**config.mk**
```make
export PLATFORM = sky130hd
export DESIGN_NAME = serial_addsub
export DESIGN_NICKNAME = d
export VERILOG_FILES = /design/src/rtl/serial_addsub_pkg.sv /design/src/rtl/serial_addsub_digit.sv /design/src/rtl/serial_addsub.sv
export VERILOG_INCLUDE_DIRS = /design/src /design/src/rtl
export SDC_FILE = /design/constraint.sdc
export NUM_CORES = 1
export LEC_CHECK = 0
export CAP_MARGIN = 20
export CORE_ASPECT_RATIO = 0.5
export CORE_MARGIN = 2
export CORE_UTILIZATION = 52
export CTS_CLUSTER_DIAMETER = 120
export DETAILED_ROUTE_END_ITERATION = 16
export PLACE_DENSITY = 0.78
export SLEW_MARGIN = 20
export SYNTH_ARGS = -nofsm -noshare
export SYNTH_HDL_FRONTEND = slang
export SYNTH_SLANG_ARGS = --single-unit
```
**constraint.sdc**
```tcl
create_clock -name clk -period 3.56 [get_ports clk]
set_input_delay 0.712 -clock clk [delete_from_list [all_inputs] [get_ports clk]]
set_output_delay 0.712 -clock clk [all_outputs]
set_load 0.01 [all_outputs]
```
**src/rtl/serial_addsub_defs.vh**
```
// Shared constants for serial_addsub: FSM state encodings and default geometry.
`ifndef SERIAL_ADDSUB_DEFS_VH
`define SERIAL_ADDSUB_DEFS_VH

localparam logic [1:0]  ST_IDLE_ENC = 2'd0;
localparam logic [1:0]  ST_BUSY_ENC = 2'd1;
localparam logic [1:0]  ST_DONE_ENC = 2'd2;

localparam int unsigned DEF_WIDTH   = 8;
localparam int unsigned DEF_DIGIT   = 2;

`endif

```
**src/rtl/serial_addsub_pkg.sv**
```systemverilog
// Package for serial_addsub: state type and default parameters from the shared defs file.
package serial_addsub_pkg;

`include "serial_addsub_defs.vh"

  typedef enum logic [1:0] {
    ST_IDLE = ST_IDLE_ENC,
    ST_BUSY = ST_BUSY_ENC,
    ST_DONE = ST_DONE_ENC
  } state_t;

endpackage

```
**src/rtl/serial_addsub_digit.sv**
```systemverilog
// addsub_digit: combinational DIGIT-bit ripple adder with carry in and carry out.
module addsub_digit #(
  parameter int unsigned DIGIT = 2
) (
  input  logic [DIGIT-1:0] i_a,
  input  logic [DIGIT-1:0] i_b,
  input  logic             i_cin,
  output logic [DIGIT-1:0] o_sum,
  output logic             o_cout
);

  assign {o_cout, o_sum} = (DIGIT+1)'(i_a) + (DIGIT+1)'(i_b) + (DIGIT+1)'(i_cin);

endmodule

```
**src/rtl/serial_addsub.sv**
```systemverilog
// Digit-serial two's complement adder/subtractor, DIGIT bits per cycle, LSB slice first.
// Optional result saturation on signed overflow when SERIAL_ADDSUB_SAT_EN is defined.
module serial_addsub
  import serial_addsub_pkg::*;
#(
  parameter int unsigned WIDTH = DEF_WIDTH,
  parameter int unsigned DIGIT = DEF_DIGIT
) (
  input  logic             clk,
  input  logic             rst_n,
  input  logic             start,
  input  logic             sel,
  input  logic [WIDTH-1:0] A,
  input  logic [WIDTH-1:0] B,
  output logic             busy,
  output logic             done,
  output logic [WIDTH-1:0] S,
  output logic             Cout,
  output logic             V
);

  localparam int unsigned L     = WIDTH / DIGIT;
  localparam int unsigned CNT_W = (L > 1) ? $clog2(L) : 1;
  localparam int unsigned IDX_W = (WIDTH > 1) ? $clog2(WIDTH) : 1;
  localparam logic [CNT_W-1:0] LAST = CNT_W'(L - 1);

  state_t           r_state;
  state_t           w_state_nxt;
  logic [CNT_W-1:0] r_cnt;
  logic [WIDTH-1:0] r_a;
  logic [WIDTH-1:0] r_b;
  logic [WIDTH-1:0] r_acc;
  logic             r_carry;

  logic             w_accept;
  logic             w_last;
  logic [IDX_W-1:0] w_base;
  logic [DIGIT-1:0] w_sum;
  logic             w_cout;
  logic [WIDTH-1:0] w_res;
  logic [WIDTH-1:0] w_s_final;
  logic             w_v;

  assign w_accept = start && ((r_state == ST_IDLE) || (r_state == ST_DONE));
  assign w_last   = (r_state == ST_BUSY) && (r_cnt == LAST);
  assign w_base   = IDX_W'(r_cnt * DIGIT);

  addsub_digit #(.DIGIT(DIGIT)) u_digit (
    .i_a    (r_a[w_base +: DIGIT]),
    .i_b    (r_b[w_base +: DIGIT]),
    .i_cin  (r_carry),
    .o_sum  (w_sum),
    .o_cout (w_cout)
  );

  // Partial result with the current slice merged in; complete on the last slice.
  always_comb begin
    w_res                  = r_acc;
    w_res[w_base +: DIGIT] = w_sum;
  end

  assign w_v = (r_a[WIDTH-1] == r_b[WIDTH-1]) && (w_res[WIDTH-1] != r_a[WIDTH-1]);

`ifdef SERIAL_ADDSUB_SAT_EN
  // On overflow the true result has the sign of the (equal-signed) operands.
  always_comb begin
    w_s_final = w_res;
    if (w_v) begin
      w_s_final = r_a[WIDTH-1] ? {1'b1, {(WIDTH-1){1'b0}}} : {1'b0, {(WIDTH-1){1'b1}}};
    end
  end
`else
  assign w_s_final = w_res;
`endif

  always_ff @(posedge clk) begin
    if (!rst_n) r_state <= ST_IDLE;
    else        r_state <= w_state_nxt;
  end

  always_comb begin
    w_state_nxt = r_state;
    case (r_state)
      ST_IDLE, ST_DONE: w_state_nxt = start ? ST_BUSY : ST_IDLE;
      ST_BUSY:          if (r_cnt == LAST) w_state_nxt = ST_DONE;
      default:          w_state_nxt = ST_IDLE;
    endcase
  end

  // Datapath and registered status; B is stored already inverted for subtract.
  always_ff @(posedge clk) begin
    if (!rst_n) begin
      r_cnt   <= '0;
      r_a     <= '0;
      r_b     <= '0;
      r_acc   <= '0;
      r_carry <= 1'b0;
      busy    <= 1'b0;
      done    <= 1'b0;
      S       <= '0;
      Cout    <= 1'b0;
      V       <= 1'b0;
    end else begin
      busy <= (r_state == ST_BUSY);
      done <= (r_state == ST_DONE);
      if (w_accept) begin
        r_a     <= A;
        r_b     <= B ^ {WIDTH{sel}};
        r_carry <= sel;
        r_cnt   <= '0;
        r_acc   <= '0;
      end else if (r_state == ST_BUSY) begin
        r_acc   <= w_res;
        r_carry <= w_cout;
        r_cnt   <= r_cnt + CNT_W'(1);
        if (w_last) begin
          S    <= w_s_final;
          Cout <= w_cout;
          V    <= w_v;
        end
      end
    end
  end

endmodule

```
======== Word level (Yosys, flattened, before mapping) ========
Cells that the tools add are included.
storage, ports and cells
  bits of input ports ..................... 20
  logic and storage cells ................. 43
  flip-flop bits (word level) ............. 41
cells by class
  bitwise gates (word level) .............. 3
  shift-type cells ........................ 4
  reduce and logical (&&, ||, !) cells .... 9
  add/subtract/negate cells ............... 4
  equality and inequality tests ........... 6
  multiplexer cells ....................... 6
operators with widths
  cell                                                                   count
  8-bit by 4-bit indexed part select with 2-bit output                   2
  8-bit bitwise mux                                                      1
  2-bit by 5-bit variable shift with 8-bit output, first input constant  1
  2-bit by 5-bit indexed part select with 8-bit output                   1
  8-bit XOR                                                              1
  3-bit negator with 5-bit output                                        1
  2-bit equality test, second input constant                             2
  2-bit case mux with 2 select lines                                     1
  2-bit OR reduction                                                     2
  2-bit by 2-bit adder with 3-bit output                                 1
  3-bit by 1-bit adder with 3-bit output                                 1
  1-bit logical AND                                                      3
  1-bit 2-to-1 mux                                                       3
  3-bit AND reduction                                                    1
  2-bit by 1-bit adder with 2-bit output, second input constant          1
  2-bit by 1-bit equality test with 1-bit output, second input constant  1
  2-bit zero test                                                        1
  2-bit 2-to-1 mux                                                       1
  2-bit inequality test, second input constant                           1
  1-bit inverter                                                         2
  2-bit nonzero test                                                     1
  1-bit equality test                                                    1
  1-bit logical OR                                                       1
  1-bit inequality test                                                  1

======== Logic depth before layout (Yosys ltp) ========
  word-level depth ........................ 7
  mapped depth ............................ 7
  gate-level depth less buffers ........... 6

======== Cells and area by module ========
Synthesis repeated with hierarchy kept, for this count alone.
unflattened totals
  cells, all modules ...................... 174
  area, all modules ....................... 1825.5 sq um
by module, submodules not included
  module         cells each  instances  area an instance (sq um)
  serial_addsub  164         1          1755.4
  addsub_digit   10          1          70.1

======== Least setup slack after synthesis ========
No wires, ideal clock.
  path kind ............................... register to register
  start point ............................. reg r_cnt[0]
  end point ............................... reg V
  clock period less this slack ............ 2783 ps
  setup time .............................. 135 ps
  stages on the path, launching flop included .. 8
  setup slack ............................. 777 ps
  arrival ................................. 2648 ps
  path buffers ............................ 1
  cells stage by stage .................... dfxtp_1 > buf_6 > mux4_1 > fa_1 > fa_1 > and4bb_2 > mux2i_1 > o221ai_1
between the ends
  word-level cells in the longest chain between the ends .. 7
  elaborated cells on any way between the ends .. 13
  classes of those cells .................. 3 x add/sub; 2 x eq/ne; 4 x shift; 1 x mux; 3 x reduce/logical
RTL lines
  item                                                                            RTL line                                  text
  start: declaration                                                              serial_addsub.sv:29                       logic [CNT_W-1:0] r_cnt;
  start signal: assignment                                                        serial_addsub.sv:115                      r_cnt <= r_cnt + CNT_W'(1);
  8-bit by 4-bit indexed part select with 2-bit output, on equally long branches  serial_addsub.sv:49, serial_addsub.sv:50
  2-bit by 2-bit adder with 3-bit output                                          serial_addsub_digit.sv:12                 assign {o_cout, o_sum} = (DIGIT+1)'(i_a) + (DIGIT+1)'(i_b) + (DIGIT+1)'(i_cin);
  3-bit by 1-bit adder with 3-bit output                                          serial_addsub_digit.sv:12
  2-bit by 5-bit indexed part select with 8-bit output                            serial_addsub.sv:59                       w_res[w_base +: DIGIT] = w_sum;
  8-bit bitwise mux                                                               serial_addsub.sv:59
  1-bit inequality test                                                           serial_addsub.sv:62                       assign w_v = (r_a[WIDTH-1] == r_b[WIDTH-1]) && (w_res[WIDTH-1] != r_a[WIDTH-1]);
  1-bit logical AND                                                               serial_addsub.sv:62
  end signal: assignment                                                          serial_addsub.sv:119                      V <= w_v;
  end: declaration                                                                serial_addsub.sv:19                       output logic V
Parallel ways exist; a longest one is shown, timed or not.
A chain may end at the register's enable or synchronous reset.

======== Worst setup path in the final report ========
Same ends and word-level chain as after synthesis.

==> metrics.md <==
| Metric | Value |
|---|---|
| Post-CTS Setup Bufs | `0` |
| Slew Viols, Final | `0` |
| RD Place Congestion | `between 0.7 and 0.8` |
| Final WL | `3490 um` |
| Initial DRC Count | `60` |
| Post-layout min period | `approximately 2900 ps` |
| Initial antenna violation count | `0` |
| Final Hold Vio Count | `0` |
| Slowest CP cell | `mux4_1` |
| Leak | `0.899 nW` |
| Buf/Inv on CP | `0` |
| CTS Hold Bufs | `0` |
| Data arrival time of the critical path | `3030 ps` |
| DR vias | `1346` |
| Synthesized area | `between 1500 and 2000 um^2` |
| Outcome | `finished clean` |
| Die width | `90.0 um` |
| Pre-Repair DR Iteration Count | `4` |
| Remaining Overflow, GRT | `0` |
| Number of cell rows | `15` |
| Ant diodes | `0` |
| CTS Sinks | `41` |
| # Max-Cap Violations | `0` |
| Largest net degree at the start of global routing | `21` |
| Number of flops mapped to enable cells by yosys | `0` |
| R2R Setup Slk | `680 ps` |
| CP startpoint kind | `flip-flop` |
| Gate Count Post-Synth | `approximately 170` |
| Wire per inst | `about 14 um` |
| Max FO, Critical Path | `5` |
| Mapped Nets | `201` |
| Hold_sp | `r_a[1]` |
| Clock buffer count from CTS | `5` |
| Delay-heaviest family, CP | `adder cells` |
| Clk_lat worst skew | `just under 300 ps` |
| Yosys reg bits | `41` |
| First-pass GRT wire length | `5400 um` |
| FMAX | `~350 MHz` |
| All-layer global routing usage | `0.169` |
| Tot Pwr | `0.967 mW` |
| Area grow syn2layout | `19.8%` |
| Synth Flop Type | `dfxtp_1` |
| CP endpoint kind | `flip-flop` |
| Sequential share of the synthesized area | `0.427` |
| Worst-case clock skew | `8.86 ps` |
| DRC Markers | `0` |
| Crit-path cells | `mux4_1, fa_1, fa_1, and4bb_2, mux2i_1, o221ai_1` |
| Rel. slew slack | `0.496` |
| Reg-to-Reg End | `V` |
| Clock slew at reported path FFs | `80 ps` |
| Setup_tns | `0 ps` |
| Hold Crit Endpoint | `r_a[1]` |
| Reg2Reg Launch Point | `r_cnt[0]` |
| Avg Synthesized Cell Area | `11.1 um^2` |
| # IOs | `32` |
| Unrepaired setup endpoints after global routing | `no` |
| Least-Margin Pin Slew | `754 ps` |
| Crit-path most repeated cell | `fa_1` |
| Hold path depth | `1` |
| Post-CTS Resized | `0` |
| Nets | `229` |
| CTS tree | `yes` |
| Cells after DPL | `245` |
| Asr flop ratio synth | `0` |
| Die height | `47 um` |
| Longest Clk Path Bufs | `2` |
| R2R depth | `6` |
| Required time of the worst setup path | `about 3700 ps` |
| Yosys warns | `0` |
| Power Density | `419 nW/um^2` |
| Min-delay worst type | `reg -> reg` |
| Layout cell share with drive strength beyond 1 | `0.0896` |
| Clock root buffer | `clkbuf_8` |
| Worst vdd ir | `242 uV` |
| Period utilization | `0.809` |
| Initial Utilization | `0.551` |
| CP max stage delay | `620 ps` |
| Via-to-Cell Ratio | `roughly 5.3` |
| Final Non-Filler Cells | `252` |
| Vias in the first global route | `1104` |
| Final setup viols | `0` |
| HPWL after DPL | `2560 um` |
| CTS H-Tree Depth | `2` |
| CP Class | `reg -> reg` |
| Synth cell types | `35` |
| Die area | `4230 um^2` |
| Port buffer count | `31` |
| Core Area | `3490 um^2` |
| Number of nets with antenna violations after routing | `0` |
-- how the worst max path moves through the flow --
stage                     slack (ps)  cells past startpoint  to     start
after floorplan                  780                      7   V  r_cnt[0]
after global placement           800                      6   V  r_cnt[0]
after detailed placement         720                      6   V  r_cnt[0]
after CTS                        700                      6   V  r_cnt[0]
after global routing             590                      6   V  r_cnt[0]
final                            680                      6   V  r_cnt[0]
-- power by group --
part           internal [mW]  leakage [nW]  total, mW  switching [mW]
clock network          0.153        0.0433      0.310           0.157
logic                 0.0783         0.521      0.154          0.0752
registers              0.484         0.334      0.503          0.0191
-- flip-flops by register name (all words and copies together) (netlist names) --
| name | flops |
|---|---|
| S | 8 |
| r_a | 8 |
| r_acc | 8 |
| r_b | 8 |
| r_cnt | 2 |
| r_state | 2 |
| Cout | 1 |
| V | 1 |
| busy | 1 |
| done | 1 |
| r_carry | 1 |
-- cell type report --
class	count	area [um^2]
Fill cell	310	1190
Multi-Input combinational cell	115	986
Sequential cell	41	821
Timing Repair Buffer	33	325
Clock buffer	6	82.6
Tap cell	51	63.8
Inverter	5	18.8
Clock inverter	1	7.51
-- per-stage QoR --
step	utilization	hold slack (ps)	setup slack, ps	area, um^2
after floorplan	-	440	777	1920
after global placement	0.634	465	798	2210
after detailed placement	0.634	464	716	2210
after CTS	0.660	483	703	2300
after global routing	0.660	487	589	2300
final	0.660	486	681	2300
-- cell families (layout without fill, tap and decap cells) --
family,Yosys count,after routing,synth area share
AOI/OAI and AO/OA,49,49,0.186
DFF,41,41,0.427
and+or+nand+nor,34,34,0.114
buffers and inverters,17,45,0.0605
muxes,15,15,0.112
xor gates and xnor gates,9,9,0.0410
adders and majority gates,8,8,0.0599
-- layer usage --
metal | vias up | GRT usage | part of all wire
li1 | 688 | - | -
met1 | 623 | 0.224 | 0.49
met2 | 33 | 0.266 | 0.45
met3 | 2 | 0.0514 | 0.050
met4 | 0 | 0.0738 | 0.0089
met5 | - | 0 | 0
-- synthesized netlist by cell type, types with 3 or more instances --
library cell  count  area [um^2]
dfxtp_1          41          821
a22o_1           16          140
mux2i_1          11          110
nor2_1           10         37.5
a21oi_1           9         45.0
o21ai_0           9         45.0
xor2_1            8         70.1
a211oi_1          7         52.6
ha_1              6         75.1
buf_6             5         56.3
nor2b_1           5         31.3
and3_1            4         25.0
and4bb_2          4         50.1
inv_1             4         15.0
mux4_1            4          105
buf_4             3         22.5
nand2_1           3         11.3
-- layout by cell type (no fill, tap or decap), types with 3 or more instances in the layout --
cell,count
dfxtp_1,41
clkdlybuf4s50_1,31
a22o_1,16
mux2i_1,11
nor2_1,10
o21ai_0,9
a21oi_1,9
xor2_1,8
a211oi_1,7
ha_1,6
clkbuf_8,6
nor2b_1,5
inv_1,4
mux4_1,4
and3_1,4
and4bb_2,4
nand2_1,3
(Power assumes the default switching activity.)
